### src/rtl/score_counter.sv
// score_counter: BCD score accumulator with run/over FSM, level, milestone and high score.
//
// Counts rising edges of the divider's score tick while a run is active,
// freezes the score at game over and derives a difficulty level.
//
// Ports:
//   clk          system clock
//   rst_n        asynchronous active-low reset
//   gameon       play state active (synchronous to clk)
//   score_tick   square-wave score tick (synchronous to clk)
//   score_bcd    current score, 4 BCD digits, [15:12] = thousands
//   hiscore_bcd  session high score, BCD (0 when high score is not built)
//   level        difficulty level 0..7
//   running      high while in RUN
//   milestone    one-cycle pulse when the score reaches a milestone boundary
//   new_record   one-cycle pulse when the high score is replaced
//
// Build option: define SCORE_HISCORE_EN to build the high-score register,
// compare and new_record pulse; otherwise those outputs are tied to zero.
module score_counter #(
    parameter logic [15:0] SCORE_MAX           = 16'h9999,
    parameter int          LEVEL_STEP_HUNDREDS = 1,
    parameter int          MILESTONE_HUNDREDS  = 1
) (
    input  logic        clk,
    input  logic        rst_n,
    input  logic        gameon,
    input  logic        score_tick,
    output logic [15:0] score_bcd,
    output logic [15:0] hiscore_bcd,
    output logic [2:0]  level,
    output logic        running,
    output logic        milestone,
    output logic        new_record
);

    typedef enum logic [1:0] {IDLE, RUN, OVER} state_t;

    state_t      state, state_next;
    logic        tick_q, gameon_q;
    logic [15:0] score_next;
    logic [2:0]  level_next;
    logic        milestone_next;
    logic        rise, inc, bump;

    // Ripple a +1 through the four BCD digits; a 9 rolls to 0 and carries on.
    function automatic logic [15:0] bcd_inc(input logic [15:0] v);
        logic [15:0] r;
        logic        c;
        r = v;
        c = 1'b1;
        for (int i = 0; i < 4; i++) begin
            if (c) begin
                if (v[4*i +: 4] == 4'd9) begin
                    r[4*i +: 4] = 4'd0;
                end else begin
                    r[4*i +: 4] = v[4*i +: 4] + 4'd1;
                    c = 1'b0;
                end
            end
        end
        return r;
    endfunction

    // Whole hundreds of points: 10 * thousands digit + hundreds digit.
    function automatic logic [6:0] hundreds(input logic [15:0] v);
        return 7'(v[15:12]) * 7'd10 + 7'(v[11:8]);
    endfunction

    function automatic logic [2:0] level_of(input logic [15:0] v);
        logic [6:0] q;
        q = hundreds(v) / 7'(LEVEL_STEP_HUNDREDS);
        return (q > 7'd7) ? 3'd7 : q[2:0];
    endfunction

    assign rise    = gameon & ~gameon_q;
    assign inc     = score_tick & ~tick_q & (state == RUN) & gameon;
    // Saturated scores take no increment, which also suppresses the milestone.
    assign bump    = inc && (score_bcd != SCORE_MAX);
    assign running = (state == RUN);

    always_comb begin
        state_next = state;
        score_next = score_bcd;
        case (state)
            IDLE, OVER: begin
                if (rise) begin
                    state_next = RUN;
                    score_next = '0;
                end
            end
            RUN: begin
                if (!gameon) state_next = OVER;
                else if (bump) score_next = bcd_inc(score_bcd);
            end
            default: state_next = IDLE;
        endcase
    end

    assign level_next     = level_of(score_next);
    assign milestone_next = bump && (score_next[7:0] == 8'h00) && (hundreds(score_next) != 7'd0)
                            && (hundreds(score_next) % 7'(MILESTONE_HUNDREDS) == 7'd0);

    always_ff @(posedge clk or negedge rst_n) begin
        if (!rst_n) begin
            state     <= IDLE;
            tick_q    <= 1'b0;
            gameon_q  <= 1'b0;
            score_bcd <= '0;
            level     <= '0;
            milestone <= 1'b0;
        end else begin
            state     <= state_next;
            tick_q    <= score_tick;
            gameon_q  <= gameon;
            score_bcd <= score_next;
            level     <= level_next;
            milestone <= milestone_next;
        end
    end

`ifdef SCORE_HISCORE_EN
    logic [15:0] hiscore_q;
    logic        new_record_q;
    logic        finish;

    assign finish = (state == RUN) && !gameon;

    // Valid BCD orders the same as plain binary, so a direct compare is digit-wise.
    always_ff @(posedge clk or negedge rst_n) begin
        if (!rst_n) begin
            hiscore_q    <= '0;
            new_record_q <= 1'b0;
        end else begin
            new_record_q <= finish && (score_bcd > hiscore_q);
            if (finish && (score_bcd > hiscore_q)) hiscore_q <= score_bcd;
        end
    end

    assign hiscore_bcd = hiscore_q;
    assign new_record  = new_record_q;
`else
    assign hiscore_bcd = 16'h0000;
    assign new_record  = 1'b0;
`endif

endmodule

### config.mk
export PLATFORM = sky130hd
export DESIGN_NAME = score_counter
export DESIGN_NICKNAME = d
export VERILOG_FILES = /design/src/rtl/score_counter.sv
export SDC_FILE = /design/constraint.sdc
export NUM_CORES = 1
export LEC_CHECK = 0
export CORE_MARGIN = 10
export CORE_UTILIZATION = 53
export CTS_CLUSTER_DIAMETER = 60
export DETAILED_ROUTE_END_ITERATION = 8
export PLACE_DENSITY = 0.85
export SYNTH_ARGS = -nofsm -noshare
export SYNTH_HDL_FRONTEND = slang
export SYNTH_SLANG_ARGS = --single-unit
### constraint.sdc
create_clock -name clk -period 8.76 [get_ports clk]
set_clock_uncertainty 0.1 [all_clocks]
set_input_delay 0.876 -clock clk [delete_from_list [all_inputs] [get_ports clk]]
set_output_delay 0.876 -clock clk [all_outputs]
set_load 0.1 [all_outputs]
Yosys cells after proc, flatten, opt, wreduce, memory -nomap -nowiden

Cells that the tools add are included.
Widths: inputs -> output; s select.

Logic and storage cells: 65
Output and inout bits: 38
Register bits after elaboration: 24
Input bits: 4

Add/sub/neg operators: 5
Mux-type cells: 29
Bitwise operators: 6
$mul: 1
Equality and inequality tests: 9
$lt $le $gt $ge: 1
Reduce and logical (&&, ||, !) cells: 8

Operators by type and width:

| kind                 | count |
|---|---|
| $mux 16              | 3 |
| $pmux 16 s2          | 1 |
| $mux 4               | 7 |
| $add 4x1->4 const B  | 4 |
| $eq 4x4->1 const B   | 4 |
| $ne 16x16->1 const B | 1 |
| $mux 1               | 14 |
| $logic_not 8->1      | 1 |
| $add 7x4->7          | 1 |
| $gt 7x3->1 const B   | 1 |
| $reduce_bool 7->1    | 1 |
| $mul 4x3->6 const B  | 1 |
| $and 1x1->1          | 4 |
| $mux 2               | 2 |
| $ne 2x2->1 const B   | 2 |
| $pmux 2 s2           | 1 |
| $logic_and 1x1->1    | 3 |
| $mux 3               | 1 |
| $eq 2x1->1 const B   | 1 |
| $eq 2x2->1 const B   | 1 |
| $logic_not 2->1      | 1 |
| $not 1->1            | 2 |
| $reduce_and 2->1     | 1 |
| $reduce_or 2->1      | 1 |

Depth between registers and ports, before layout

Depth in word-level cells: 24
Mapped depth: 18

Worst setup path before layout

Ideal clock, no wire load.

Path type: register to register
Start point: reg score_bcd[4]
End point: reg milestone
Setup slack: 4118 ps
Clock period less this slack: 4642 ps
Arrival: 4400 ps
Data required time: 8518 ps
Stages on the path, launching flop included: 16
Cells stage by stage: dfrtp_1 -> ha_1 -> and3b_1 -> nand2_1 -> or3_1 -> o21ai_0 -> ha_1 -> ha_1 -> fa_1 -> nand2_1 -> nor2_1 -> a21oi_1 -> nor3b_1 -> a221o_1 -> o22ai_1 -> a211oi_2

Word-level cells in the longest chain between the ends: 18
Elaborated cells between the ends (all ways): 27

RTL lines:

| item                   | line | text |
|---|---|---|
| start, declared        | 29   | `output logic [15:0] score_bcd,` |
| start signal, assigned | 116  | `score_bcd <= score_next;` |
| $eq 4x4->1             | 54   | `if (v[4*i +: 4] == 4'd9) begin` |
| $mux 1                 | 54   |  |
| $mux 1                 | 53   | `if (c) begin` |
| $mux 1                 | 94   | `else if (bump) score_next = bcd_inc(score_bcd);` |
| $mux 1                 | 93   | `if (!gameon) state_next = OVER;` |
| $mux 1                 | 85   | `case (state)` |
| $mux 1                 | 53   |  |
| $mux 1                 | 94   |  |
| [... 4 more ...]       | -    |  |
| $mux 16 *              | 93   |  |
| $pmux 16 s2 *          | 85   |  |
| via score_next[13]     | 41   | `logic [15:0] score_next;` |
| $mul 4x3->6 *          | -    |  |
| $add 7x4->7 *          | -    |  |
| $reduce_bool 7->1 *    | 101  | `assign milestone_next = bump && (score_next[7:0] == 8'h00) && (hundreds(score_next) != 7'd0)` |
| $logic_and 1x1->1 *    | 101  |  |
| via milestone_next     | 43   | `logic milestone_next;` |
| end signal, assigned   | 118  | `milestone <= milestone_next;` |
| end, declared          | 33   | `output logic milestone,` |

Mark *: on every way through the listed nets, which the timed path passes. The rest lies on a longest branch. The select of a mux whose other input is x is not followed.
A chain may end at the register's enable or synchronous reset.

Final worst setup path

Start point: in gameon
End point: reg milestone

Word-level cells in the longest chain between the ends: 9
Elaborated cells between the ends (all ways): 13

RTL lines:

| item                | line | text |
|---|---|---|
| start, declared     | 27   | `input logic gameon,` |
| $and 1x1->1         | 77   | `assign inc = score_tick & ~tick_q & (state == RUN) & gameon;` |
| $logic_and 1x1->1   | 79   | `assign bump = inc && (score_bcd != SCORE_MAX);` |
| $mux 16             | 94   |  |
| $mux 16             | 93   |  |
| $pmux 16 s2 *       | 85   |  |
| via score_next[13]  | 41   |  |
| $mul 4x3->6 *       | -    |  |
| $add 7x4->7 *       | -    |  |
| $reduce_bool 7->1 * | 101  |  |
| $logic_and 1x1->1 * | 101  |  |
| via milestone_next  | 43   |  |

Mark *: on every way through the listed nets, which the timed path passes. The rest lies on a longest branch.

==> metrics.cfg <==
[placed_design]
place_hpwl_um = 3000
placement.io_buffers = 24
placedCellCount = 245
place_congestion = 0.901

[clocking]
path_clk_slew_ns = 0.12
cts_hold_buffers = 0
cts_sinks = 24
cts-resized-gates = 0
cts-htree-levels = 1
post-cts-setup-buffer-count = 0
clock_latency_ns = 0.31
cts_buffers = 3
clockBufferDepth = 2
cts_tree = built
cts-root-buf = clkbuf_4

[critical_path]
crit_path_frequent_cell = ha_1
startpoint_type = primary input
max_stage_delay_ns = 0.66
end_kind = register
critical_path_class = primary input to register
path_cells = clkdlybuf4s50_1, and4b_2, nand3_1, or3_1, o21ai_0, ha_1, ha_1, fa_1, nand2_1, nor2_1, a21oi_1, nor3b_1, a221o_1, o22ai_1, a211oi_2
cp.arrival_ns = 5.18
slowest_stage = clkdlybuf4s50_1
cp.required_ns = 8.84
reg2reg_slack_ns = 4.27
critPathMaxFanout = 9

[die]
die_x_um = 76.7
coreArea_um2 = 3080
io_pins = 42
die-area_um2 = 5890
initial_core_util_pct = 55.4
die_h_um = 76.7
core.rowCount = 20

[timing]
tightest_slew_ns = 1.03
post-route-period-util_pct = 58.1
max_freq_mhz = 196
final.setup.tns_ns = 0
final_max_slew_viol_count = 0
max_slew_margin_pct = 31.4
timing.final.crit_period_ns = 5.09
rsz0062_at_grt = false
setup_viol = 0
finalHoldViolCount = 0

[final_layout]
num_antenna_cells = 0
final_cells = 248
area_growth_pct = 14.1
drive_gt1_share_pct = 5.88
n_fill_cell = 266
num-nets-final = 226

[power]
worst_ir_drop_vdd_mv = 0.0702
power.leakage_nw = 0.933
powerDensity_nw_per_um2 = 118

[yosys]
synthTopCellsByCount = dfrtp_1, buf_4, nand3_1
synth_edf_count = 0
synth_cell_types = 42
syn_area_um2 = 1710
yosysSeqAreaShare_pct = 35.2
yosys_warnings = 0
synth_seq_cells = 24
synth_top_area_share_pct = 35.2
yosys.area.top_type = dfrtp_1
synthCells = 180
async_flop_share_pct = 100
postSynthAreaPerCell_um2 = 9.48
post-synth-top-count-cell = dfrtp_1
netlist_top_cells_area = dfrtp_1, ha_1, buf_4
ys.flop_type = dfrtp_1

[drt]
dr.pass1.iters = 4
drt_iter0_markers = 140
via_count = 1395
antenna_left = 0
drcViolationCount = 0
drt-wirelength-per-cell_um = 15.2
wl_um = 3770
via_per_inst = 5.63

[global_route]
track_usage_pct = 12.4
grt_max_degree = 25
grt-ovfl-total = 0
antenna_found_initial = 0
grt_pass1_wl_um = 6320
first_global_vias = 1360

[run]
max-cap-violations = 0

[hold_path]
min_path_type = register to register

[status]
outcome = complete, no violations

-- power breakdown --
group           total, W  switching, W  internal [W]
Clock          0.0000467     0.0000306     0.0000161
Combinational  0.0000651     0.0000543     0.0000108
Sequential      0.000118    0.00000417      0.000114
Total           0.000230     0.0000891      0.000141
-- registers in the layout, summed over array words and instances (netlist names) --
register and count:
gameon_q 1, level 3, milestone 1, score_bcd 16, state 2, tick_q 1
-- layout by cell type, fill, tap and decap left out, types with 3 or more instances in the layout --
cell type        synthesis  routed
dfrtp_1                 24      24
clkdlybuf4s50_1          0      24
nand3_1                 17      17
conb_1                   1      17
ha_1                    14      14
nand2_1                 13      13
nor2_1                  11      11
o21ai_0                 11      11
inv_1                    7       7
a21oi_1                  6       6
nand2b_1                 5       5
nor3_1                   5       5
and3b_1                  4       4
a31oi_1                  3       3
nor3b_1                  3       3
mux2i_1                  3       3
o22ai_1                  3       3
clkbuf_4                 0       3
-- cells by family (layout without fill, tap and decap cells) --
family                   Yosys count  count (layout)  synth area share, %
adder cells (fa/ha/maj)           16              16                 12.6
other                              1              17                0.220
flip-flops                        24              24                 35.2
XOR/XNOR                           3               3                 1.54
AND/OR/NAND/NOR                   72              72                 24.9
AO/OA/AOI/OAI                     35              35                 14.2
buffers and inverters             26              34                 9.60
multiplexers                       3               3                 1.76
-- worst max-delay path: cells and delay by family --
| family | cells | cell delay, ns |
|---|---|---|
| and+or+nand+nor | 6 | 1.21 |
| adders and majority gates | 3 | 1.11 |
| buffers and inverters | 1 | 0.66 |
| AOI/OAI and AO/OA | 5 | 1.31 |
-- layer usage --
metal	GRT usage (%)	routed length [um]
met1	15.6	1700
met2	19.4	1680
met3	3.15	304
met4	5.58	82
met5	0	0
-- final timing paths --
| path | startpoint | to | cells past startpoint |
|---|---|---|---|
| worst max register to register | score_bcd[5]$_DFF_PN0_ | milestone$_DFF_PN0_ | 16 |
| worst min register to register | score_bcd[3]$_DFF_PN0_ | score_bcd[3]$_DFF_PN0_ | 1 |
| worst min-delay path | score_bcd[3]$_DFF_PN0_ | score_bcd[3]$_DFF_PN0_ | 1 |
| max in group asynchronous | rst_n | score_bcd[15]$_DFF_PN0_ | 1 |
| worst max-delay path | gameon | milestone$_DFF_PN0_ | 15 |
| min in group asynchronous | rst_n | score_bcd[1]$_DFF_PN0_ | 1 |
-- stage by stage --
stage          cell area, um2  total power [W]  hold WS [ns]  utilization, %  worst slack [ns]
2_1_floorplan            1770         0.000181         0.437               -              4.12
3_3_place_gp             1920         0.000184         0.443            62.5              3.65
3_5_place_dp             1920         0.000185         0.440            62.5              3.43
4_1_cts                  1950         0.000230         0.456            63.3              3.72
5_1_grt                  1950         0.000238         0.481            63.3              3.47
6_report                 1950         0.000230         0.457            63.3              3.67
-- layout make-up --
cell class                      count  area (um2)  share of cell area, %
Clock buffer                        3        22.5                   1.16
Inverter                            7        26.3                   1.35
Multi-Input combinational cell    146        1000                   51.5
Sequential cell                    24         601                   30.8
Tap cell                           44        55.1                   2.83
Timing Repair Buffer               24         240                   12.3
(Power assumes the default switching activity.)
